## config.mk

```make
export PLATFORM = sky130hd
export DESIGN_NAME = izh_param_loader
export DESIGN_NICKNAME = d
export VERILOG_FILES = /design/src/rtl/izh_param_loader.sv
export SDC_FILE = /design/constraint.sdc
export NUM_CORES = 1
export LEC_CHECK = 0
export ABC_AREA = 0
export CAP_MARGIN = 20
export CORE_UTILIZATION = 40
export DETAILED_ROUTE_END_ITERATION = 16
export HOLD_SLACK_MARGIN = 0.08
export SYNTH_ARGS = -nofsm -noshare
export SYNTH_HDL_FRONTEND = slang
export SYNTH_SLANG_ARGS = --single-unit
```

## constraint.sdc

```tcl
create_clock -name clk -period 2.65 [get_ports clk]
set_input_delay 0.6625 -clock clk [delete_from_list [all_inputs] [get_ports clk]]
set_output_delay 0.6625 -clock clk [all_outputs]
set_load 0.005 [all_outputs]
```

## src/rtl/izh_param_loader.sv

```systemverilog
// -----------------------------------------------------------------------------
// izh_param_loader
//
// Configuration front end for the Izhikevich neuron core. Accepts a byte-serial
// parameter frame (SYNC, A, B, C, D, CHK with CHK = A^B^C^D) or a built-in
// preset, and presents the committed parameter set to the neuron. Incoming
// bytes land in shadow registers; the visible set changes only on a good
// checksum or a preset load, so the neuron never sees a partial update.
//
// Ports
//   clk           in   1  clock, all logic on rising edge
//   reset         in   1  synchronous, active-high
//   data_in       in   8  serial frame byte
//   data_valid    in   1  data_in carries a byte this cycle
//   preset_sel    in   2  preset index: 0=RS 1=IB 2=CH 3=FS
//   preset_load   in   1  one-cycle request to load preset_sel (IDLE only)
//   param_a..d    out  8  committed parameter set
//   params_ready  out  1  a valid set has been committed since reset
//   load_busy     out  1  frame reception in progress
//   frame_ok      out  1  one-cycle pulse: frame or preset committed
//   frame_error   out  1  one-cycle pulse: checksum mismatch or timeout
// -----------------------------------------------------------------------------
module izh_param_loader #(
    parameter logic [7:0]  SYNC_BYTE   = 8'hA5,
    parameter int unsigned TIMEOUT_CYC = 255      // 1..65535
) (
    input  logic       clk,
    input  logic       reset,
    input  logic [7:0] data_in,
    input  logic       data_valid,
    input  logic [1:0] preset_sel,
    input  logic       preset_load,
    output logic [7:0] param_a,
    output logic [7:0] param_b,
    output logic [7:0] param_c,
    output logic [7:0] param_d,
    output logic       params_ready,
    output logic       load_busy,
    output logic       frame_ok,
    output logic       frame_error
);

    typedef enum logic [2:0] {
        ST_IDLE,
        ST_RX_A,
        ST_RX_B,
        ST_RX_C,
        ST_RX_D,
        ST_RX_CHK
    } state_t;

    // The idle-cycle counter fires when it is about to reach TIMEOUT_CYC, so
    // the error appears at the edge that completes the TIMEOUT_CYC-th idle cycle.
    localparam logic [15:0] TIMEOUT_LAST = 16'(TIMEOUT_CYC - 1);

    state_t      r_state;
    state_t      w_next_state;
    logic [15:0] r_timeout_cnt;
    logic [15:0] w_timeout_cnt_next;

    logic [7:0]  r_shadow_a;
    logic [7:0]  r_shadow_b;
    logic [7:0]  r_shadow_c;
    logic [7:0]  r_shadow_d;

    logic [7:0]  r_param_a;
    logic [7:0]  r_param_b;
    logic [7:0]  r_param_c;
    logic [7:0]  r_param_d;
    logic        r_params_ready;
    logic        r_load_busy;
    logic        r_frame_ok;
    logic        r_frame_error;

    logic        w_frame_commit;
    logic        w_frame_fail;
    logic        w_preset_commit;
    logic [7:0]  w_checksum;
    logic [7:0]  w_preset_a;
    logic [7:0]  w_preset_b;
    logic [7:0]  w_preset_c;
    logic [7:0]  w_preset_d;

    assign w_checksum = r_shadow_a ^ r_shadow_b ^ r_shadow_c ^ r_shadow_d;

    // Preset table: RS, IB, CH, FS in the neuron core's byte encoding.
    always_comb begin
        w_preset_a = 8'd2;
        w_preset_b = 8'd20;
        w_preset_c = 8'd133;
        w_preset_d = 8'd128;
        case (preset_sel)
            2'd1: begin w_preset_c = 8'd143; w_preset_d = 8'd64; end
            2'd2: begin w_preset_c = 8'd148; w_preset_d = 8'd32; end
            2'd3: begin w_preset_a = 8'd10;  w_preset_d = 8'd32; end
            default: ;
        endcase
    end

    // State register.
    always_ff @(posedge clk) begin
        // NOTE: state and all other registers use non-blocking assignments so
        // every flop samples pre-edge values, independent of statement order.
        if (reset) begin
            r_state <= ST_IDLE;
        end else begin
            r_state <= w_next_state;
        end
    end

    // Next-state and commit decisions.
    always_comb begin
        // NOTE: every signal gets a default before the case so no path leaves
        // one unassigned, which would otherwise infer a latch.
        w_next_state       = r_state;
        w_timeout_cnt_next = 16'd0;
        w_frame_commit     = 1'b0;
        w_frame_fail       = 1'b0;
        w_preset_commit    = 1'b0;

        if (r_state == ST_IDLE) begin
            // A preset request wins over any byte arriving in the same cycle.
            if (preset_load) begin
                w_preset_commit = 1'b1;
            end else if (data_valid && (data_in == SYNC_BYTE)) begin
                w_next_state = ST_RX_A;
            end
        end else if (data_valid) begin
            // Inside a frame every byte is data, including SYNC_BYTE.
            case (r_state)
                ST_RX_A: w_next_state = ST_RX_B;
                ST_RX_B: w_next_state = ST_RX_C;
                ST_RX_C: w_next_state = ST_RX_D;
                ST_RX_D: w_next_state = ST_RX_CHK;
                default: begin
                    w_next_state   = ST_IDLE;
                    w_frame_commit = (data_in == w_checksum);
                    w_frame_fail   = (data_in != w_checksum);
                end
            endcase
        end else if (r_timeout_cnt == TIMEOUT_LAST) begin
            w_next_state = ST_IDLE;
            w_frame_fail = 1'b1;
        end else begin
            w_timeout_cnt_next = r_timeout_cnt + 16'd1;
        end
    end

    // Datapath and registered status outputs.
    always_ff @(posedge clk) begin
        if (reset) begin
            r_timeout_cnt  <= 16'd0;
            r_shadow_a     <= 8'd0;
            r_shadow_b     <= 8'd0;
            r_shadow_c     <= 8'd0;
            r_shadow_d     <= 8'd0;
            r_param_a      <= 8'd0;
            r_param_b      <= 8'd0;
            r_param_c      <= 8'd0;
            r_param_d      <= 8'd0;
            r_params_ready <= 1'b0;
            r_load_busy    <= 1'b0;
            r_frame_ok     <= 1'b0;
            r_frame_error  <= 1'b0;
        end else begin
            r_timeout_cnt <= w_timeout_cnt_next;
            r_load_busy   <= (w_next_state != ST_IDLE);
            r_frame_ok    <= w_frame_commit | w_preset_commit;
            r_frame_error <= w_frame_fail;

            if (data_valid) begin
                case (r_state)
                    ST_RX_A: r_shadow_a <= data_in;
                    ST_RX_B: r_shadow_b <= data_in;
                    ST_RX_C: r_shadow_c <= data_in;
                    ST_RX_D: r_shadow_d <= data_in;
                    default: ;
                endcase
            end

            if (w_frame_commit) begin
                r_param_a      <= r_shadow_a;
                r_param_b      <= r_shadow_b;
                r_param_c      <= r_shadow_c;
                r_param_d      <= r_shadow_d;
                r_params_ready <= 1'b1;
            end else if (w_preset_commit) begin
                r_param_a      <= w_preset_a;
                r_param_b      <= w_preset_b;
                r_param_c      <= w_preset_c;
                r_param_d      <= w_preset_d;
                r_params_ready <= 1'b1;
            end
        end
    end

    assign param_a      = r_param_a;
    assign param_b      = r_param_b;
    assign param_c      = r_param_c;
    assign param_d      = r_param_d;
    assign params_ready = r_params_ready;
    assign load_busy    = r_load_busy;
    assign frame_ok     = r_frame_ok;
    assign frame_error  = r_frame_error;

endmodule

```

# Yosys cells after proc, flatten, opt, wreduce, memory -nomap -nowiden
# Cells that the tools add are included.
totals:
  inputBits: 14
  regBits: 87
op_classes:
  n_addsub: 1
  reduce_logical: 12
  n_bitwise: 4
  eq_ne: 11
  n_mux: 27
op_table:
  columns: ["op", "count"]
  rows:
  - ["8-bit two-way mux", 8]
  - ["8-bit XOR", 3]
  - ["16-bit by 1-bit adder with 16-bit output (second input constant)", 1]
  - ["16-bit by 8-bit == test with 1-bit output (second input constant)", 1]
  - ["8-bit case mux with 2 select lines", 1]
  - ["3-bit two-way mux", 5]
  - ["3-bit case mux with 4 select lines", 1]
  - ["1-bit two-way mux", 10]
  - ["5-bit case mux with 2 select lines", 1]
  - ["8-bit == test", 1]
  - ["8-bit == test (second input constant)", 1]
  - ["8-bit inequality test", 1]
  - ["2-bit AND reduction", 4]
  - ["4-bit OR reduction", 2]
  - ["3-bit by 2-bit == test with 1-bit output (second input constant)", 2]
  - ["2-bit == test (second input constant)", 2]
  - ["4-bit two-way mux", 1]
  - ["2-bit OR reduction", 2]
  - ["3-bit by 1-bit == test with 1-bit output (second input constant)", 1]
  - ["3-bit == test (second input constant)", 1]
  - ["3-bit zero test", 1]
  - ["3-bit nonzero test", 1]
  - ["2-bit by 1-bit == test with 1-bit output (second input constant)", 1]
  - ["2-bit nonzero test", 1]
  - ["2 further kinds", 2]

# Logic depth before layout (Yosys ltp)
# Gate-level depths: netlist of the first run.
logic_depth:
  word_depth: 8
  depth_mapped: 8

# Worst setup path after synthesis of the first run
# No wires, ideal clock.
synth_timing:
  path_type: "in2reg"
  from: "input data_in[0]"
  to: "register r_param_a[4], in the netlist param_a[4]"
  cell_stages: 6
  setup_time_ns: 0.116
  setup_slack_ns: 0.637
  t_arrival_ns: 1.897
  cell_sequence: "xnor3_1 xnor2_1 and4_1 buf_2 a31oi_1 a31o_1"
synth_between:
  elab_chain_cells: 5
synth_rtl:
  columns: ["item", "line", "text"]
  rows:
  - ["start, declared", "29", "input logic [7:0] data_in,"]
  - ["8-bit == test *", "137", "w_frame_commit = (data_in == w_checksum);"]
  - ["1-bit two-way mux *", "130", "case (r_state)"]
  - ["1-bit two-way mux *", "128", "end else if (data_valid) begin"]
  - ["1-bit two-way mux *", "121", "if (r_state == ST_IDLE) begin"]
  - ["8-bit two-way mux or 2-bit nonzero test (tied branches)", null, null]
  - ["end signal, assigned", "182", "r_param_a <= r_shadow_a;"]
  - ["end signal, assigned", "188", "r_param_a <= w_preset_a;"]
  - ["end, declared", "66", "logic [7:0] r_param_a;"]
# Mark *: on every way between the ends. The rest lies on a longest branch, timed or not.
# A chain may end at the register's enable or synchronous reset.

# Worst setup path after layout of the first run
layout_timing:
  from: "input data_in[0]"
  to: "register r_param_c[4], in the netlist param_c[4]"
layout_between:
  elab_chain_cells: 5
layout_rtl:
  columns: ["item", "line", "text"]
  rows:
  - ["8-bit == test *", "137", null]
  - ["1-bit two-way mux *", "130", null]
  - ["1-bit two-way mux *", "128", null]
  - ["1-bit two-way mux *", "121", null]
  - ["8-bit two-way mux or 2-bit nonzero test (tied branches)", null, null]
  - ["end signal, assigned", "184", "r_param_c <= r_shadow_c;"]
  - ["end signal, assigned", "190", "r_param_c <= w_preset_c;"]
  - ["end, declared", "68", "logic [7:0] r_param_c;"]
# Marks and branches as above.

==> flow_metrics.py, run 1 <==
metrics = {
    "power": {
        "power_switching_w": 0.000558,
        "clkPwrFrac": 0.404,
        "pwr-share-seq": 0.527,
        "intPower_w": 0.00196,
        "p_leak_nw": 1.69,
        "sw_frac_of_total": 0.221,
        "powerDensity_nw_per_um2": 512,
        "pwr-share-comb": 0.069,
        "finalPower_w": 0.00252,
        "ir_drop_v": 0.000288,
    },
    "synth": {
        "synth.area.mux_share": 0.0230,
        "syn_nets": 459,
        "synth_flop_cell": "dfxtp_1",
        "synth-edff-count": 0,
        "avgSynthCellArea_um2": 8.85,
        "ys_warn_count": 0,
        "async_reset_ff_frac": 0,
        "synth_fa_ha_area_frac": 0.00638,
        "synth_compound_area_frac": 0.165,
        "synth_seq_cells": 87,
        "synth_area_um2": 3920,
        "synth-xor-area-share": 0.111,
        "synth.distinct_cells": 43,
        "seq_area_frac_synth": 0.444,
        "synth_top_family_by_area": "simple AND/OR/NAND/NOR gates",
        "netlist_instances": 443,
        "synth-simple-area-share": 0.214,
    },
    "route": {
        "routed_wl_um": 10100,
        "drc": 0,
        "via_per_inst": 5.33,
        "vias": 3376,
        "antenna_left": 0,
        "drtIter0Drc": 114,
        "dr.pass1.iters": 4,
        "drt-wirelength-per-cell_um": 16.0,
    },
    "timing": {
        "period_minus_slack_ns": 2.46,
        "finalMaxSlewViolations": 0,
        "rsz0062_at_grt": "no",
        "hold_viol": 0,
        "final_min_period_over_clock_period": 0.930,
        "tightest_slew_ns": 0.646,
        "max_freq_ghz": 0.406,
        "setup_viol": 0,
        "slew-limit-headroom": 0.568,
        "finalClockSkew_ns": 0.0103,
    },
    "run": {
        "max-cap-violations": 0,
    },
    "clocking": {
        "cts_hold_buf": 0,
        "cts_tree": "done",
        "path_clk_slew_ns": 0.08,
        "postCtsSetupRepairBufs": 0,
        "h-tree-depth": 3,
        "clock_latency_ns": 0.35,
        "cts.sinks": 87,
        "cts-root-buf": "clkbuf_8",
        "cts_resized": 0,
        "cts_buffers": 9,
        "cts_max_path_buffers": 2,
    },
    "floorplanning": {
        "rows": 35,
        "io_pins": 50,
        "die-height_um": 101,
        "initial_core_util": 0.418,
        "die_area_um2": 10200,
        "fp.dieW_um": 101,
        "core-area_um2": 9370,
    },
    "worst_setup_path": {
        "worst_r2r_endpoint": "param_c[4]$_SDFFE_PP0P_",
        "required_ns": 2.91,
        "critPathCaptureType": "flop",
        "worstSetupStartpoint": "data_in[0]",
        "crit_type": "primary input to flop",
        "critPathLaunchType": "primary input",
        "r2r-start": "r_shadow_d[0]$_SDFFE_PP0P_",
        "arrival_ns": 2.72,
        "reg2regPathDepth": 6,
        "path_max_fanout": 13,
        "crit_end": "param_c[4]$_SDFFE_PP0P_",
        "reg2reg_setup_slack_ns": 0.56,
    },
    "final_layout": {
        "syn_to_final_growth_pct": 25.5,
        "drive_above_1_share": 0.101,
        "n_antenna_cell": 0,
        "final-instance-count-excl-fill": 633,
        "nets": 515,
    },
    "place": {
        "globalplace.congestion": 0.753,
        "numPlacedInstances": 617,
        "place_hpwl_um": 7290,
        "numPortBuffers": 49,
    },
    "global_routing": {
        "grt_max_degree": 33,
        "grt_pass1_wl_um": 16500,
        "first_global_vias": 3168,
        "grt_remaining_overflow": 0,
        "antenna_found_initial": 0,
        "track_usage": 0.213,
    },
    "hold_path": {
        "hp-class": "flop to flop",
        "min_from": "r_timeout_cnt[0]$_SDFF_PP0_",
    },
    "outcome": {
        "outcome": "completed",
    },
}
==> routing by layer <==
metal  track usage  share of wire  vias up
met5             0              0        -
met2         0.309           0.43       68
met4        0.0624         0.0094        0
met3        0.0374          0.040        8
li1              -              -     1682
met1         0.319           0.52     1618
==> synthesized netlist by cell type, drive strengths merged (3+ instances only) <==
library cell  number  share of area
a211oi            11          0.021
a21oi             34          0.043
a31o              21          0.047
a31oi             21          0.034
and3               3         0.0048
and4               5          0.011
buf               11          0.016
clkbuf            19          0.018
dfxtp             87           0.44
mux2i              9          0.023
nand2             83          0.079
nand3              4         0.0064
nand4              8          0.013
nor2              39          0.037
nor3               5         0.0089
nor4              11          0.018
nor4b              3         0.0067
o21ai              6         0.0077
or3                3         0.0048
xnor2             21          0.047
xnor3              8          0.046
xor2               8          0.018
==> cell families (layout without fill, tap and decap cells) <==
family          Yosys count  after routing
simple gates            177            177
flops                    87             87
compound gates           99             99
mux                       9              9
fa+ha+maj                 2              2
xor+xnor                 37             37
buf+inv                  32             93
==> worst min-delay path by stage <==
stage / end / slack, ns / cells after the start
after global placement: r_timeout_cnt[0]$_SDFF_PP0_ / 0.46 / 1
after CTS: r_timeout_cnt[0]$_SDFF_PP0_ / 0.48 / 1
after floorplan: r_timeout_cnt[0]$_SDFF_PP0_ / 0.44 / 1
final: r_timeout_cnt[0]$_SDFF_PP0_ / 0.47 / 1
after detailed placement: r_timeout_cnt[0]$_SDFF_PP0_ / 0.46 / 1
after global routing: r_shadow_c[0]$_SDFFE_PP0P_ / 0.50 / 2
==> cell type report <==
cell class / instances / area (um^2)
timing repair buffer: 75 / 747
clock buffer: 10 / 138
inverter: 2 / 7.51
fill: 938 / 4450
multi-input combinational: 324 / 2040
clock inverter: 6 / 83.8
sequential: 87 / 1740
tap: 129 / 161
==> worst max-delay path: stages <==
cell             delay [ns]
clkdlybuf4s50_1        0.52
xnor3_1                0.34
xnor2_1                0.29
and4_1                 0.35
nand3_2                0.15
buf_12                 0.17
a211oi_1               0.23
==> placed cells by master, fill, tap and decap left out, types with 3 or more instances in the layout <==
master and count:
nand4_1 8, xnor2_1 21, xnor3_1 8, nand3_1 3, buf_12 5, a31oi_1 21, clkbuf_8 10, clkdlybuf4s50_1 48
a21oi_1 34, mux2i_1 9, nor2_1 39, xor2_1 8, dfxtp_1 87, nand2_1 83, a211oi_1 11, buf_4 20
o21ai_0 6, and3_1 3, a31o_1 19, nor3_1 3, clkinv_2 3, or3_1 3, nor4_1 11, and4_1 5
==> power groups by stage <==
| stage | clock network, W | logic (W) | registers [W] |
|---|---|---|---|
| final | 0.00102 | 0.000173 | 0.00133 |
| after global routing | 0.00109 | 0.000187 | 0.00133 |
| after CTS | 0.00104 | 0.000174 | 0.00133 |
| after detailed placement | 0 | 0.000173 | 0.00136 |
| after global placement | 0 | 0.000170 | 0.00136 |
| after floorplan | 0 | 0.0000727 | 0.00136 |
==> registers in the layout, indices dropped and copies added (netlist names) <==
| register | cells |
|---|---|
| param_d | 8 |
| r_shadow_b | 8 |
| r_shadow_c | 8 |
| param_b | 8 |
| r_state | 3 |
| param_c | 8 |
| r_timeout_cnt | 16 |
| r_shadow_d | 8 |
| params_ready | 1 |
| param_a | 8 |
| r_shadow_a | 8 |
| frame_error | 1 |
| frame_ok | 1 |
| load_busy | 1 |
==> through the flow <==
stage	setup WS [ns]	setup TNS, ns	utilization	hold WS, ns	cell area [um^2]
finish	0.185	0	0.525	0.473	4920
global route	0.127	0	0.525	0.502	4920
CTS	0.215	0	0.525	0.480	4920
detailed placement	-0.120	-2.44	0.501	0.460	4700
global placement	-0.118	-3.25	0.500	0.456	4690
floorplan	0.637	0	-	0.437	3920
Note: power is estimated with default switching activity, not from simulation.
==> run 2, diff against run 1 <==
--- a/config.mk
+++ b/config.mk
@@ -10,6 +10,7 @@
 export CORE_UTILIZATION = 40
 export DETAILED_ROUTE_END_ITERATION = 16
 export HOLD_SLACK_MARGIN = 0.08
+export PLACE_DENSITY = 0.71
 export SYNTH_ARGS = -nofsm -noshare
 export SYNTH_HDL_FRONTEND = slang
 export SYNTH_SLANG_ARGS = --single-unit
==> flow_metrics.py, run 2 (synthesized netlist as in run 1, its figures left out) <==
metrics = {
    "final_layout": {
        "n_antenna_cell": 0,
        "final_cell_mix": "87 x dfxtp_1, 83 x nand2_1, 48 x clkdlybuf4s50_1",
        "largest_reg_flops": 16,
        "syn_to_final_growth_pct": 23.3,
        "top_register": "r_timeout_cnt",
        "final_core_util": 0.516,
        "nets": 513,
        "drive_above_1_share": 0.0976,
        "final-instance-count-excl-fill": 631,
        "design_area_um2": 4830,
        "layout_commonest_cell": "dfxtp_1",
    },
    "route": {
        "routed_wl_um": 9400,
        "drt-wirelength-per-cell_um": 14.9,
        "antenna_left": 0,
        "dr.max_layer_used": "met4",
        "routed-wl-met3_um": 501,
        "via_per_inst": 5.33,
        "drc": 0,
        "vias": 3365,
        "drtIter0Drc": 183,
        "wl_met2_um": 4680,
        "wl_met1_um": 4030,
        "dr.pass1.iters": 4,
    },
    "worst_setup_path": {
        "path_cells": "clkdlybuf4s50_1 > xnor3_1 > xnor2_1 > and4_1 > nand3_2 > a211oi_1",
        "cpMaxStageDelayCell": "clkdlybuf4s50_1",
        "path_max_fanout": 13,
        "critPathLaunchType": "primary input",
        "crit_family": "simple AND/OR/NAND/NOR gates",
        "arrival_ns": 2.67,
        "crit_type": "primary input to flop",
        "critPathCaptureType": "flop",
        "reg2reg_setup_slack_ns": 0.54,
        "path_buf_inv": 1,
        "required_ns": 2.93,
        "max_stage_delay_ns": 0.51,
    },
    "clocking": {
        "cts-root-buf": "clkbuf_8",
        "cts_max_path_buffers": 2,
        "cts_hold_buf": 0,
        "cts.sinks": 87,
        "cts_resized": 0,
        "cts_tree": "done",
        "path_clk_slew_ns": 0.09,
        "cts_buffers": 9,
        "postCtsSetupRepairBufs": 0,
        "clock_latency_ns": 0.37,
        "h-tree-depth": 3,
    },
    "power": {
        "intPower_w": 0.00176,
        "powerDensity_nw_per_um2": 486,
        "clkPwrFrac": 0.364,
        "power_switching_w": 0.000592,
        "p_leak_nw": 1.64,
        "pwr-share-comb": 0.071,
        "ir_drop_v": 0.000223,
        "pwr-share-seq": 0.565,
        "finalPower_w": 0.00235,
        "sw_frac_of_total": 0.252,
    },
    "outcome": {
        "outcome": "completed",
    },
    "floorplanning": {
        "io_pins": 50,
        "initial_core_util": 0.418,
        "fp.dieW_um": 101,
        "die_area_um2": 10200,
        "core-area_um2": 9370,
        "rows": 35,
        "die-height_um": 101,
    },
    "global_routing": {
        "grt_remaining_overflow": 0,
        "antenna_found_initial": 0,
        "first_global_vias": 3259,
        "grt_pass1_wl_um": 16000,
        "grt_max_degree": 31,
        "track_usage": 0.204,
    },
    "timing": {
        "slew-limit-headroom": 0.545,
        "period_minus_slack_ns": 2.39,
        "final_min_period_over_clock_period": 0.902,
        "max_freq_ghz": 0.419,
        "tightest_slew_ns": 0.681,
        "setup_viol": 0,
        "rsz0062_at_grt": "no",
        "finalMaxSlewViolations": 0,
        "finalClockSkew_ns": 0.0133,
        "hold_viol": 0,
    },
    "place": {
        "numPortBuffers": 49,
        "place_hpwl_um": 6830,
        "place_area_um2": 4660,
        "globalplace.congestion": 0.850,
        "numPlacedInstances": 615,
    },
    "run": {
        "max-cap-violations": 0,
    },
    "hold_path": {
        "hp-class": "flop to flop",
    },
}
==> run 2: changes by cell type in the layout (fill, tap and decap cells not counted) <==
cell        before  now
bufinv_16        2    0
clkinv_2         3    1
clkbuf_8        10    9
inv_6            0    3
clkinvlp_4       0    2
buf_4           20   21
buf_12           5    3
buf_6            1    0
==> run 2: layout make-up <==
type | count | area [um^2]
Inverter | 2 | 7.51
Multi-Input combinational cell | 324 | 2040
Tap cell | 129 | 161
Sequential cell | 87 | 1740
Timing Repair Buffer | 73 | 703
Clock inverter | 7 | 55.1
Fill cell | 924 | 4540
Clock buffer | 9 | 124
==> run 2: path summary, 6_finish.rpt <==
| path | startpoint | endpoint | cells past startpoint |
|---|---|---|---|
| max | data_in[5] | param_b[4]$_SDFFE_PP0P_ | 6 |
| max reg2reg | r_shadow_d[5]$_SDFFE_PP0P_ | param_b[4]$_SDFFE_PP0P_ | 5 |
| min reg2reg | r_timeout_cnt[0]$_SDFF_PP0_ | r_timeout_cnt[0]$_SDFF_PP0_ | 1 |
| min | r_timeout_cnt[0]$_SDFF_PP0_ | r_timeout_cnt[0]$_SDFF_PP0_ | 1 |
==> run 2: per-stage QoR <==
step | hold WS [ns] | TNS (ns) | worst slack, ns
floorplan | 0.437 | 0 | 0.637
global route | 0.509 | 0 | 0.129
finish | 0.481 | 0 | 0.261
global placement | 0.451 | -1.70 | -0.0668
CTS | 0.486 | 0 | 0.240
detailed placement | 0.468 | -2.40 | -0.147
==> run 2: power by group through the flow <==
stage	clock network, W	registers (W)	logic, W
2_1_floorplan	0	0.00136	0.0000727
3_3_place_gp	0	0.00136	0.000162
5_1_grt	0.000935	0.00133	0.000179
3_5_place_dp	0	0.00136	0.000166
4_1_cts	0.000876	0.00133	0.000166
6_report	0.000855	0.00133	0.000166
==> run 2: per-layer routing <==
| metal | vias to the layer above | GRT usage |
|---|---|---|
| li1 | 1686 | - |
| met1 | 1573 | 0.255 |
| met2 | 85 | 0.344 |
| met3 | 21 | 0.0472 |
| met4 | 0 | 0.0725 |
| met5 | - | 0 |
==> run 3, diff against run 2 <==
==> constraint.sdc (replaced) <==
create_clock -name clk -period 2.5 [get_ports clk]
set_input_delay 0.625 -clock clk [delete_from_list [all_inputs] [get_ports clk]]
set_output_delay 0.625 -clock clk [all_outputs]
set_load 0.005 [all_outputs]
==> flow_metrics.py, run 3 (synthesized netlist as in run 1, its figures left out) <==
metrics = {
    "outcome": {
        "outcome": "completed",
    },
    "worst_setup_path": {
        "critPathCaptureType": "flop",
        "max_stage_delay_ns": 0.51,
        "path_buf_inv": 1,
        "critPathLaunchType": "primary input",
        "cpMaxStageDelayCell": "clkdlybuf4s50_1",
        "arrival_ns": 2.62,
        "path_cells": "clkdlybuf4s50_1 > xnor3_1 > xnor2_1 > and4_1 > nand3_2 > a211oi_1",
        "crit_type": "primary input to flop",
        "crit_family": "XOR/XNOR gates",
        "reg2reg_setup_slack_ns": 0.44,
        "required_ns": 2.77,
        "path_max_fanout": 13,
    },
    "clocking": {
        "postCtsSetupRepairBufs": 0,
        "clock_latency_ns": 0.36,
        "cts-root-buf": "clkbuf_8",
        "cts_resized": 0,
        "cts_buffers": 9,
        "cts_hold_buf": 0,
        "path_clk_slew_ns": 0.09,
        "h-tree-depth": 3,
        "cts.sinks": 87,
        "cts_max_path_buffers": 2,
        "cts_tree": "done",
    },
    "power": {
        "p_leak_nw": 1.67,
        "ir_drop_v": 0.000270,
        "pwr-share-comb": 0.069,
        "power_switching_w": 0.000604,
        "intPower_w": 0.00196,
        "clkPwrFrac": 0.381,
        "powerDensity_nw_per_um2": 525,
        "pwr-share-seq": 0.550,
        "sw_frac_of_total": 0.236,
    },
    "global_routing": {
        "track_usage": 0.197,
        "use_met1": 0.245,
        "grt_use_met3": 0.0555,
        "grt_max_degree": 27,
        "antenna_found_initial": 0,
        "grtUsageMet2": 0.327,
        "busiest_layer": "met2",
        "grt_pass1_wl_um": 15300,
        "first_global_vias": 3201,
        "grt_remaining_overflow": 0,
    },
    "timing": {
        "tns_ns": 0,
        "slew-limit-headroom": 0.641,
        "hold_viol": 0,
        "setup_viol": 0,
        "finalClockSkew_ns": 0.0116,
        "setup_ws_ns": 0.151,
        "max_freq_ghz": 0.426,
        "rsz0062_at_grt": "no",
        "tightest_slew_ns": 0.538,
        "final_min_period_over_clock_period": 0.940,
        "period_minus_slack_ns": 2.35,
        "finalMaxSlewViolations": 0,
    },
    "floorplanning": {
        "initial_core_util": 0.418,
        "core-area_um2": 9370,
        "fp.dieW_um": 101,
        "io_pins": 50,
        "die-height_um": 101,
        "die_area_um2": 10200,
        "rows": 35,
    },
    "final_layout": {
        "syn_to_final_growth_pct": 24.3,
        "n_antenna_cell": 0,
        "drive_above_1_share": 0.103,
        "layout_commonest_cell": "dfxtp_1",
        "fill_cells": 892,
        "nets": 516,
        "final-instance-count-excl-fill": 634,
        "top_register": "r_timeout_cnt",
        "final_cell_mix": "87 x dfxtp_1, 83 x nand2_1, 48 x clkdlybuf4s50_1",
        "largest_reg_flops": 16,
    },
    "run": {
        "max-cap-violations": 0,
    },
    "place": {
        "place_hpwl_um": 6760,
        "numPlacedInstances": 618,
        "numPortBuffers": 49,
        "dp_worst_setup_slack_ns": -0.235,
        "globalplace.congestion": 0.865,
    },
    "route": {
        "antenna_left": 0,
        "routed_wl_um": 9410,
        "drt-wirelength-per-cell_um": 14.8,
        "drc": 0,
        "drtIter0Drc": 184,
        "vias": 3361,
        "via_per_inst": 5.30,
        "dr.pass1.iters": 4,
    },
    "hold_path": {
        "hp-class": "flop to flop",
    },
}
-- run 3: area by class of cell --
cell class                 count  area [um^2]  share of cell area
sequential                    87         1740               0.357
clock inverter                 7         70.1              0.0144
clock buffer                   9          124              0.0254
tap                          129          161              0.0331
multi-input combinational    324         2040               0.419
inverter                       2         7.51             0.00154
timing repair buffer          76          726               0.149
-- run 3: final timing paths --
check / start / to / depth (start not counted)
max reg2reg: r_shadow_d[6]$_SDFFE_PP0P_ / param_c[2]$_SDFFE_PP0P_ / 6
min reg2reg: r_timeout_cnt[0]$_SDFF_PP0_ / r_timeout_cnt[0]$_SDFF_PP0_ / 1
max: data_in[5] / param_c[2]$_SDFFE_PP0P_ / 6
min: r_timeout_cnt[0]$_SDFF_PP0_ / r_timeout_cnt[0]$_SDFF_PP0_ / 1
-- run 3: through the flow --
step / total power [W] / cell area (um^2) / hold WS, ns / utilization
floorplan: 0.00152 / 3920 / 0.437 / -
global route: 0.00265 / 4870 / 0.504 / 0.520
CTS: 0.00258 / 4870 / 0.482 / 0.520
detailed placement: 0.00162 / 4680 / 0.465 / 0.499
global placement: 0.00161 / 4670 / 0.455 / 0.498
finish: 0.00256 / 4870 / 0.478 / 0.520
-- run 3: layer usage --
layer | share of wire | up-vias
li1 | - | 1691
met1 | 0.43 | 1572
met2 | 0.49 | 81
met3 | 0.060 | 17
met4 | 0.020 | 0
met5 | 0 | -
-- run 3: power by group through the flow --
stage	Clock (W)	Sequential, W	Combinational, W
6_report	0.000975	0.00141	0.000178
5_1_grt	0.00105	0.00141	0.000192
4_1_cts	0.000997	0.00141	0.000178
3_5_place_dp	0	0.00144	0.000177
3_3_place_gp	0	0.00144	0.000174
2_1_floorplan	0	0.00144	0.0000770
